`src/rtl/cnn_pkg.sv`:
```
// Shared CNN datapath constants: MAC-derived widths and output quantisation bounds.
// Optional build macro PSUM_RELU_EN (consumed by quant_round_sat) clamps negatives to 0.
package cnn_pkg;

   // MAC tree geometry the partial-sum width is derived from
   localparam int CNN_MAC_LANES = 16;
   localparam int CNN_MAC_WIN   = 8;

   // Two 8-bit operands per product, log2(lanes) tree growth, 2 guard bits
   localparam int CNN_WA   = 2 * CNN_MAC_WIN + $clog2(CNN_MAC_LANES) + 2;
   localparam int CNN_WACC = 32;
   localparam int CNN_WB   = 16;
   localparam int CNN_WQ   = 8;
   localparam int CNN_WCNT = 9;

   // Signed output range
   localparam int CNN_QMAX = (2 ** (CNN_WQ - 1)) - 1;
   localparam int CNN_QMIN = -(2 ** (CNN_WQ - 1));

endpackage

```
`src/rtl/quant_round_sat.sv`:
```
// Requantisation datapath: registered round-half-up arithmetic shift (P2) followed by
// combinational saturation (P3) to the signed output range.
// Build macro PSUM_RELU_EN: lower clamp bound becomes 0 (negatives -> 0).
module quant_round_sat
   import cnn_pkg::*;
#(
   parameter int unsigned WIN = CNN_WACC + 1,
   parameter int unsigned WQ  = CNN_WQ,
   parameter int          QHI = CNN_QMAX,
   parameter int          QLO = CNN_QMIN
) (
   input  logic                  clk,
   input  logic                  rstn,
   input  logic                  clr_i,
   input  logic                  vld_i,
   input  logic signed [WIN-1:0] s1_i,
   input  logic        [4:0]     shift_i,
   output logic                  vld_o,
   output logic        [WQ-1:0]  q_o
);

   // One extra bit so adding the rounding constant can never overflow
   localparam int unsigned WS = WIN + 1;

`ifdef PSUM_RELU_EN
   localparam int LO_I = 0;
`else
   localparam int LO_I = QLO;
`endif

   localparam logic signed [WS-1:0] HI = WS'(QHI);
   localparam logic signed [WS-1:0] LO = WS'(LO_I);

   logic signed [WS-1:0] s1_ext;
   logic        [WS-1:0] one_sh;
   logic signed [WS-1:0] rnd;
   logic signed [WS-1:0] s2_d;
   logic signed [WS-1:0] s2_q;
   logic                 s2_vld_q;

   // Round half toward +inf: add 2^(shift-1) (zero when shift==0), then arithmetic shift
   always_comb begin
      s1_ext = {s1_i[WIN-1], s1_i};
      one_sh = {{(WS-1){1'b0}}, 1'b1} << shift_i;
      rnd    = $signed(one_sh >> 1);
      s2_d   = (s1_ext + rnd) >>> shift_i;
   end

   // P2 register
   always_ff @(posedge clk or negedge rstn) begin
      if (!rstn) begin
         s2_q     <= '0;
         s2_vld_q <= 1'b0;
      end else if (clr_i) begin
         s2_q     <= '0;
         s2_vld_q <= 1'b0;
      end else begin
         s2_vld_q <= vld_i;
         if (vld_i) begin
            s2_q <= s2_d;
         end
      end
   end

   // P3 saturation into the output range
   always_comb begin
      if (s2_q > HI) begin
         q_o = WQ'(QHI);
      end else if (s2_q < LO) begin
         q_o = WQ'(LO_I);
      end else begin
         q_o = s2_q[WQ-1:0];
      end
   end

   assign vld_o = s2_vld_q;

endmodule

```
`src/rtl/psum_requant.sv`:
```
// Partial-sum requantiser: accumulates cfg_nacc MAC partial sums, adds bias, rounds,
// shifts and saturates, then queues results in a 2-entry first-word-fall-through FIFO.
// The input side never stalls; a result arriving at a full FIFO is dropped (ovf_o).
// Build macro PSUM_RELU_EN: output clamps negatives to 0.
module psum_requant
   import cnn_pkg::*;
#(
   parameter int unsigned WA   = CNN_WA,
   parameter int unsigned WACC = CNN_WACC,
   parameter int unsigned WB   = CNN_WB,
   parameter int unsigned WQ   = CNN_WQ,
   parameter int unsigned WCNT = CNN_WCNT
) (
   input  logic                   clk,
   input  logic                   rstn,
   input  logic                   clr_i,
   input  logic        [WCNT-1:0] cfg_nacc,
   input  logic        [4:0]      cfg_shift,
   input  logic signed [WB-1:0]   bias_i,
   input  logic                   vld_i,
   input  logic signed [WA-1:0]   acc_i,
   output logic        [WQ-1:0]   q_o,
   output logic                   q_vld_o,
   input  logic                   q_rdy_i,
   output logic                   busy_o,
   output logic                   ovf_o
);

   // Stage A state
   logic        [WCNT-1:0] cnt_q, cnt_d, cnt_base, last_idx;
   logic signed [WACC-1:0] acc_q, acc_d, acc_sum;
   logic                   last;

   // Stage A -> P1 registers
   logic                   pa_vld_q;
   logic signed [WACC-1:0] pa_acc_q;
   logic signed [WB-1:0]   pa_bias_q;
   logic        [4:0]      pa_shift_q;

   // P1 registers
   logic                   s1_vld_q;
   logic signed [WACC:0]   s1_q;
   logic        [4:0]      s1_shift_q;

   // P2/P3 outputs
   logic                   p3_vld;
   logic        [WQ-1:0]   p3_q;

   // FIFO
   logic        [WQ-1:0]   mem_q [2];
   logic        [1:0]      wptr_q, rptr_q, fill;
   logic                   fifo_empty, fifo_full, pop, do_push, drop;

   // Group counter / accumulator next state; clr_i makes this beat start a new group
   always_comb begin
      cnt_base = clr_i ? '0 : cnt_q;
      last_idx = (cfg_nacc == '0) ? '0 : cfg_nacc - WCNT'(1);
      last     = (cnt_base >= last_idx);
      acc_sum  = ((cnt_base == '0) ? '0 : acc_q) + {{(WACC-WA){acc_i[WA-1]}}, acc_i};
      cnt_d    = cnt_base;
      acc_d    = clr_i ? '0 : acc_q;
      if (vld_i) begin
         acc_d = acc_sum;
         cnt_d = last ? '0 : cnt_base + WCNT'(1);
      end
   end

   // Stage A registers and hand-off of the closed group to P1
   always_ff @(posedge clk or negedge rstn) begin
      if (!rstn) begin
         cnt_q      <= '0;
         acc_q      <= '0;
         pa_vld_q   <= 1'b0;
         pa_acc_q   <= '0;
         pa_bias_q  <= '0;
         pa_shift_q <= '0;
      end else begin
         cnt_q    <= cnt_d;
         acc_q    <= acc_d;
         pa_vld_q <= vld_i & last;
         if (vld_i & last) begin
            pa_acc_q   <= acc_sum;
            pa_bias_q  <= bias_i;
            pa_shift_q <= cfg_shift;
         end
      end
   end

   // P1: add sign-extended bias at WACC+1 bits
   always_ff @(posedge clk or negedge rstn) begin
      if (!rstn) begin
         s1_vld_q   <= 1'b0;
         s1_q       <= '0;
         s1_shift_q <= '0;
      end else if (clr_i) begin
         s1_vld_q   <= 1'b0;
      end else begin
         s1_vld_q <= pa_vld_q;
         if (pa_vld_q) begin
            s1_q       <= {pa_acc_q[WACC-1], pa_acc_q}
                          + {{(WACC+1-WB){pa_bias_q[WB-1]}}, pa_bias_q};
            s1_shift_q <= pa_shift_q;
         end
      end
   end

   quant_round_sat #(
      .WIN (WACC + 1),
      .WQ  (WQ),
      .QHI ((2 ** (int'(WQ) - 1)) - 1),
      .QLO (-(2 ** (int'(WQ) - 1)))
   ) u_qrs (
      .clk     (clk),
      .rstn    (rstn),
      .clr_i   (clr_i),
      .vld_i   (s1_vld_q),
      .s1_i    (s1_q),
      .shift_i (s1_shift_q),
      .vld_o   (p3_vld),
      .q_o     (p3_q)
   );

   // FIFO status and handshake; a full FIFO still accepts a push when it pops that cycle
   always_comb begin
      fill       = wptr_q - rptr_q;
      fifo_empty = (fill == 2'd0);
      fifo_full  = (fill == 2'd2);
      pop        = ~fifo_empty & q_rdy_i;
      do_push    = p3_vld & (~fifo_full | pop);
      drop       = p3_vld & fifo_full & ~pop;
   end

   // FIFO storage, pointers and sticky overflow flag
   always_ff @(posedge clk or negedge rstn) begin
      if (!rstn) begin
         mem_q[0] <= '0;
         mem_q[1] <= '0;
         wptr_q   <= '0;
         rptr_q   <= '0;
         ovf_o    <= 1'b0;
      end else if (clr_i) begin
         wptr_q   <= '0;
         rptr_q   <= '0;
         ovf_o    <= 1'b0;
      end else begin
         if (do_push) begin
            mem_q[wptr_q[0]] <= p3_q;
            wptr_q           <= wptr_q + 2'd1;
         end
         if (pop) begin
            rptr_q <= rptr_q + 2'd1;
         end
         if (drop) begin
            ovf_o <= 1'b1;
         end
      end
   end

   // Outputs
   always_comb begin
      q_vld_o = ~fifo_empty;
      q_o     = fifo_empty ? '0 : mem_q[rptr_q[0]];
      busy_o  = (cnt_q != '0) | pa_vld_q | s1_vld_q | p3_vld | ~fifo_empty;
   end

endmodule
```
`config.mk`:
```
export PLATFORM = sky130hd
export DESIGN_NAME = psum_requant
export DESIGN_NICKNAME = d
export VERILOG_FILES = /design/src/rtl/cnn_pkg.sv /design/src/rtl/quant_round_sat.sv /design/src/rtl/psum_requant.sv
export SDC_FILE = /design/constraint.sdc
export NUM_CORES = 1
export LEC_CHECK = 0
export BUFFER_PORTS_ARGS = -buffer_cell sky130_fd_sc_hd__buf_4
export CAP_MARGIN = 20
export CORE_UTILIZATION = 63
export CTS_BUF_LIST = sky130_fd_sc_hd__clkbuf_16
export DETAILED_ROUTE_END_ITERATION = 10
export PLACE_DENSITY = 0.81
export SLEW_MARGIN = 10
export SYNTH_ARGS = -nofsm -noshare
export SYNTH_HDL_FRONTEND = slang
export SYNTH_SLANG_ARGS = --single-unit
```
`constraint.sdc`:
```
create_clock -name clk -period 10.8 [get_ports clk]
set_input_delay 1.62 -clock clk [delete_from_list [all_inputs] [get_ports clk]]
set_output_delay 1.62 -clock clk [all_outputs]
set_load 0.05 [all_outputs]
```
# Word-level counts from Yosys, hierarchy flattened
# Cells that the tools add are included.
dict set report op_classes {
  n_addsub 8
  n_mul 0
  n_div 0
  magnitude_cmp 6
  n_eq_ne 1
  n_shift 2
  n_mux 26
  bitwise 16
  reduce_logical 12
}
# op count
set op_table {}
lappend op_table {{two-way mux 32 bit} 3}
lappend op_table {{two-way mux 34 bit} 2}
lappend op_table {{two-way mux 8 bit} 7}
lappend op_table {{two-way mux 9 bit} 4}
lappend op_table {{adder 33 x 34 -> 34 bit} 1}
lappend op_table {{> comparator 34 x 8 -> 1 bit (second input constant)} 1}
lappend op_table {{< comparator 34 x 8 -> 1 bit (second input constant)} 1}
lappend op_table {{<< shifter 1 x 5 -> 34 bit (first input constant)} 1}
lappend op_table {{>>> shifter 34 x 5 -> 34 bit} 1}
lappend op_table {{adder 32 x 16 -> 33 bit} 1}
lappend op_table {{adder 32 bit} 1}
lappend op_table {{zero test 9 bit} 2}
lappend op_table {{bitwise mux 16 bit} 1}
lappend op_table {{nonzero test 2 bit} 5}
lappend op_table {{adder 9 x 1 -> 9 bit (second input constant)} 1}
lappend op_table {{greater-or-equal comparator 9 bit} 1}
lappend op_table {{nonzero test 9 bit} 1}
lappend op_table {{subtractor 9 x 1 -> 9 bit (second input constant)} 1}
lappend op_table {{demux 8 bit (select 1 bit)} 1}
lappend op_table {{two-way mux 2 bit} 4}
lappend op_table {{bitwise AND 1 bit} 5}
lappend op_table {{bitwise OR 1 bit} 5}
lappend op_table {{adder 2 x 1 -> 2 bit (second input constant)} 2}
lappend op_table {{greater-or-equal comparator 2 bit (second input constant)} 2}
lappend op_table {{other kinds (9)} 17}
dict set report word_totals {
  regBits 190
  latch_bits 0
  mem_bits_rw 0
  rom_bits 0
  input_bits 57
  out_inout_bits 11
  n_memories 0
}

# Longest topological paths before layout
dict set report logic_depth {
  word_depth 8
  mapped_depth 21
  depth_no_buf 19
}

# By module
# Synthesis repeated with hierarchy kept, for this count alone.
dict set report hier_totals {
  hier_cells 2082
  hier_area_um2 17011.3
}
# mod instances cells_per_inst area_each_um2 seq_area_each_um2
set by_module_without_submodules {}
lappend by_module_without_submodules {psum_requant 1 1176 10383.7 3878.7}
lappend by_module_without_submodules {quant_round_sat 1 906 6627.6 875.8}

# Worst setup path after synthesis
# No wires, ideal clock.
dict set report synth_path {
  kind {input to register}
  start {input clr_i}
  end {register pa_acc_q[30]}
  t_arrival_ns 5.885
  setup_slack_ns 4.791
  cell_stages 21
  n_path_buf 2
  path_cell_list {clkinv_1 > clkbuf_1 > nand2_1 > ha_1 > nand2_1 > nor4b_1 > clkbuf_1 > nor2b_1 > ha_1 > fa_1 > a21oi_1 > o211ai_1 > a21oi_1 > o31ai_1 > a41oi_2 > a21oi_1 > a41o_1 > or4_1 > a31oi_1 > xnor2_1 > mux2_2}
}
dict set report synth_via {
  elab_chain_cells 4
}
# element line_no
set synth_rtl {}
lappend synth_rtl {{start: declaration} psum_requant.sv:16} ;# input logic clr_i,
lappend synth_rtl {{two-way mux 9 bit (*)} psum_requant.sv:56} ;# cnt_base = clr_i ? '0 : cnt_q;
lappend synth_rtl {{zero test 9 bit} psum_requant.sv:59} ;# acc_sum = ((cnt_base == '0) ? '0 : acc_q) + {{(WACC-WA){acc_i[WA-1]}}, acc_i};
lappend synth_rtl {{two-way mux 32 bit} psum_requant.sv:59}
lappend synth_rtl {{adder 32 bit} psum_requant.sv:59}
lappend synth_rtl {{end signal: assignment} psum_requant.sv:82} ;# pa_acc_q <= acc_sum;
lappend synth_rtl {{end: declaration} psum_requant.sv:36} ;# logic signed [WACC-1:0] pa_acc_q;
# Mark *: on every way between the ends. The rest lies on a longest branch, timed or not.
# A chain may end at the register's enable or synchronous reset.

# Worst setup path in the final report
# Same ends and word-level chain as after synthesis.

==> flow_summary.rst <==
.. list-table::
   :header-rows: 1

   * - Metric
     - Value
   * - Run status
     - completed
   * - Global-route wire length before repair
     - approximately 67000 um
   * - Die Footprint
     - roughly 25000 um2
   * - Final worst path period share
     - 0.587
   * - Setup Viol. Count Final
     - 0
   * - Antenna violations before repair
     - 0
   * - DRT antenna net count
     - 0
   * - Synth Flop Type
     - dfrtp_1
   * - GP Congestion
     - 0.980
   * - Type of destination of the critical path
     - flip-flop
   * - Post-Synth Simple-Gate Area
     - 0.222
   * - Most used cell, CP
     - a21oi_1
   * - Residual overflow from global routing
     - 0
   * - Hold buffer count at CTS
     - 0
   * - Arrival time at the worst endpoint
     - 6660 ps
   * - TritonCTS clock tree
     - done
   * - Fraction of synthesized area in multiplexers
     - 0.0670
   * - Slew Limit Fails
     - 0
   * - Min cycle time layout
     - 6340 ps
   * - Reg clk slew, reported paths
     - 80 ps
   * - Post-detailed-route DRC marker count
     - 0
   * - Unrepaired setup endpoints after global routing
     - false
   * - Final hold violation count
     - 0
   * - Pwr/cell area
     - 120 nW/um2
   * - Area share of fa/ha/maj cells after synthesis
     - 0.0916
   * - CP Launch Type
     - primary input
   * - Dpl hpwl
     - 30900 um
   * - Fraction of layout cells with a size suffix above 1
     - 0.0992
   * - Vias per cell
     - 6.31
   * - XOR/XNOR Fraction of Synth Area
     - 0.0573
   * - Total power
     - 0.00198 W
   * - Site row count
     - 56
   * - Cell area after synthesis
     - 15100 um2
   * - Ranking of synthesized cells by area
     - dfrtp_1, nand2_1, ha_1, o21ai_0, nor2_1
   * - Main combinational cell family by area after synthesis
     - simple AND/OR/NAND/NOR gates
   * - Number of storage elements in the synthesis netlist
     - 190
   * - Highest cell delay on the worst timing path
     - 460 ps
   * - Compound-gate portion of the synthesized area
     - 0.214
   * - Req. time, crit path
     - around 11000 ps
   * - Worst ir drop on vdd
     - 0.0965 mV
   * - Share of synthesized registers carrying an async set or reset
     - 1.00
   * - DRC marker count from the first detailed-route iteration
     - roughly 1.2k
   * - Cell at the root of the clock tree
     - clkbuf_16
   * - Post-cts repair resize count
     - 0
   * - Count of nets after finishing
     - approximately 2.0k
   * - Fraction of synthesized cell area taken by the top area cell type
     - 0.314
   * - Placed insts
     - ~2.2k
   * - Maximum number of pins on one net before global-route repair
     - 110
   * - Slowest cell on the critical path
     - clkinv_1
   * - Classification of the worst setup path
     - primary input to flip-flop
   * - Cell type with the largest total area after synthesis
     - dfrtp_1
   * - Worst Clk Skew
     - 18.2 ps
   * - Most frequent cell after synthesis
     - nand2_1
   * - Placement Cell Area
     - about 16000 um2
   * - Commonest cells post-synth
     - nand2_1, dfrtp_1, nor2_1
   * - Vias after detailed routing
     - about 14k
   * - Via count of the first global-routing pass
     - 13.0k
   * - Max cap viols
     - 0
   * - Proportion of synthesized chip area in sequential cells
     - 0.314
   * - Count of buffers inserted at the top-level ports
     - 67
   * - Signed area change from the synthesized netlist to the final layout
     - 8.80%
   * - Starting utilization of the core area
     - 0.643
   * - Number of CTS-inserted buffers
     - 17
   * - Top fanout value on the critical path
     - 32
   * - Worst-case clock buffer depth
     - 2
   * - Highest clock frequency the design can meet
     - 158 MHz
   * - Number of warnings issued by yosys
     - 0
   * - Class of the most critical hold timing path
     - flip-flop to flip-flop
   * - Clock latency on the worst-skew pair
     - 450 ps
   * - Non-filler instance count after layout
     - 2214
   * - Drt pass-1 iters
     - 6
   * - Vert. Die Dim
     - 157 um
   * - H-tree level count
     - 4
   * - Setup Fix Bufs, Post-CTS
     - 0
   * - Net count of the mapped netlist
     - 2033
   * - Average detailed-routed wire length per instance
     - 18.8 um
   * - Diodes inserted
     - 0
   * - Max-slew headroom at the worst pin
     - 0.285
   * - Fillers
     - 1971
   * - Total Neg Setup Slack
     - 0 ps
   * - Synthesized instance count
     - 1867
   * - Leakage power total
     - 7.82 nW
   * - Count of boundary I/O pins
     - roughly 70
   * - Number of clock sinks
     - 190
   * - CP cell instances
     - buf_4, clkinv_1, nand2_1, ha_1, nand2_1, nor4b_2, buf_4, nor2b_1, ha_1, fa_1, a21oi_1, o211ai_1, a21oi_1, o31ai_1, a41oi_2, a21oi_1, a41o_1, or4_1, a31oi_1, xnor2_1, mux2_2
   * - Least-Margin Pin Slew
     - 1070 ps
   * - Library cells used by synthesis
     - 85
   * - Routed WL
     - 41500 um
   * - Number of enable flip-flop cells after synthesis
     - 0
   * - Final non-filler cell area
     - between 15000 and 20000 um2
   * - Global-route total usage across every layer
     - 0.342
   * - Finished Core Util
     - 0.700
   * - Post-Syn Area per Cell
     - 8.11 um2
   * - Overall die width
     - 157 um
   * - Core Area
     - between 20000 and 25000 um2
==> power by group <==
| group | total (W) | switching [W] | internal [W] |
|---|---|---|---|
| clock network | 0.000651 | 0.000316 | 0.000335 |
| logic | 0.000530 | 0.000326 | 0.000204 |
| registers | 0.000801 | 0.0000392 | 0.000762 |
==> cells in the final DEF, fill, tap and decap left out, types with 15 or more instances in the layout <==
cell	synthesis	final
a21oi_1	111	111
clkbuf_16	0	17
o31ai_1	16	16
dfrtp_1	190	190
nor2_1	157	156
o21ai_0	129	129
and2_1	21	21
nand3_1	36	36
a21o_1	45	45
mux2_2	33	33
nor4_1	15	15
a211oi_1	17	17
xor2_1	37	37
ha_1	106	106
buf_4	0	78
nand2b_1	22	22
and3_1	18	18
inv_1	47	47
mux2i_1	44	44
o21a_1	22	22
nor3_1	38	37
nand2_1	356	355
xnor2_1	62	62
o21ai_1	16	16
nor2b_1	41	41
o211ai_1	19	19
==> stage by stage <==
| stage | hold slack, ps | worst slack, ps |
|---|---|---|
| after CTS | 487 | 4480 |
| final | 483 | 4460 |
| after detailed placement | 469 | 4060 |
| after global routing | 507 | 4020 |
| after global placement | 463 | 4190 |
| after floorplan | 446 | 4790 |
==> metal layers <==
layer	vias up	routed length [um]	share of wire	track usage
met1	6651	17700	0.43	0.450
met4	0	1550	0.037	0.138
met2	550	19600	0.47	0.572
met3	119	2630	0.063	0.0430
li1	6659	-	-	-
met5	-	0	0	0
==> critical path: cells and delay by family <==
family / cells / cell delay (ps)
mux: 1 / 270
buf+inv: 3 / 1080
fa+ha+maj: 3 / 820
xor+xnor: 1 / 110
compound gates: 8 / 1700
simple gates: 5 / 1060
==> cell families (layout without fill, tap and decap cells) <==
group | after synthesis | after routing
buf+inv | 136 | 164
fa+ha+maj | 109 | 109
simple gates | 751 | 751
xor+xnor | 99 | 99
compound gates | 496 | 496
mux | 86 | 86
flops | 190 | 190
==> state kept, by name (all words and copies together), names as in the netlist, 9 cells and up <==
name / cells
cnt_q: 9
pa_acc_q: 32
mem_q: 16
acc_q: 32
pa_bias_q: 16
s1_q: 33
u_qrs.s2_q: 34
==> final cells by class <==
| class | instances | area (um2) | area share |
|---|---|---|---|
| clock buffer | 17 | 425 | 0.0258 |
| timing repair buffer | 80 | 627 | 0.0380 |
| tap | 319 | 399 | 0.0242 |
| multi-input combinational | 1541 | 9890 | 0.600 |
| clock inverter | 15 | 188 | 0.0114 |
| sequential | 190 | 4750 | 0.289 |
| inverter | 52 | 195 | 0.0118 |
==> final timing paths <==
check	start	end	slack (ps)	cells past startpoint
max	clr_i	pa_acc_q[30]	4460	21
min	pa_shift_q[0]	pa_shift_q[0]	480	2
max reg2reg	s1_shift_q[0]	u_qrs.s2_q[24]	4830	17
min reg2reg	pa_shift_q[0]	pa_shift_q[0]	480	2
max in group asynchronous	rstn	u_qrs.s2_q[20]	8260	3
min in group asynchronous	rstn	s1_q[13]	1260	1
No activity file was read; power rests on OpenSTA's default activity.
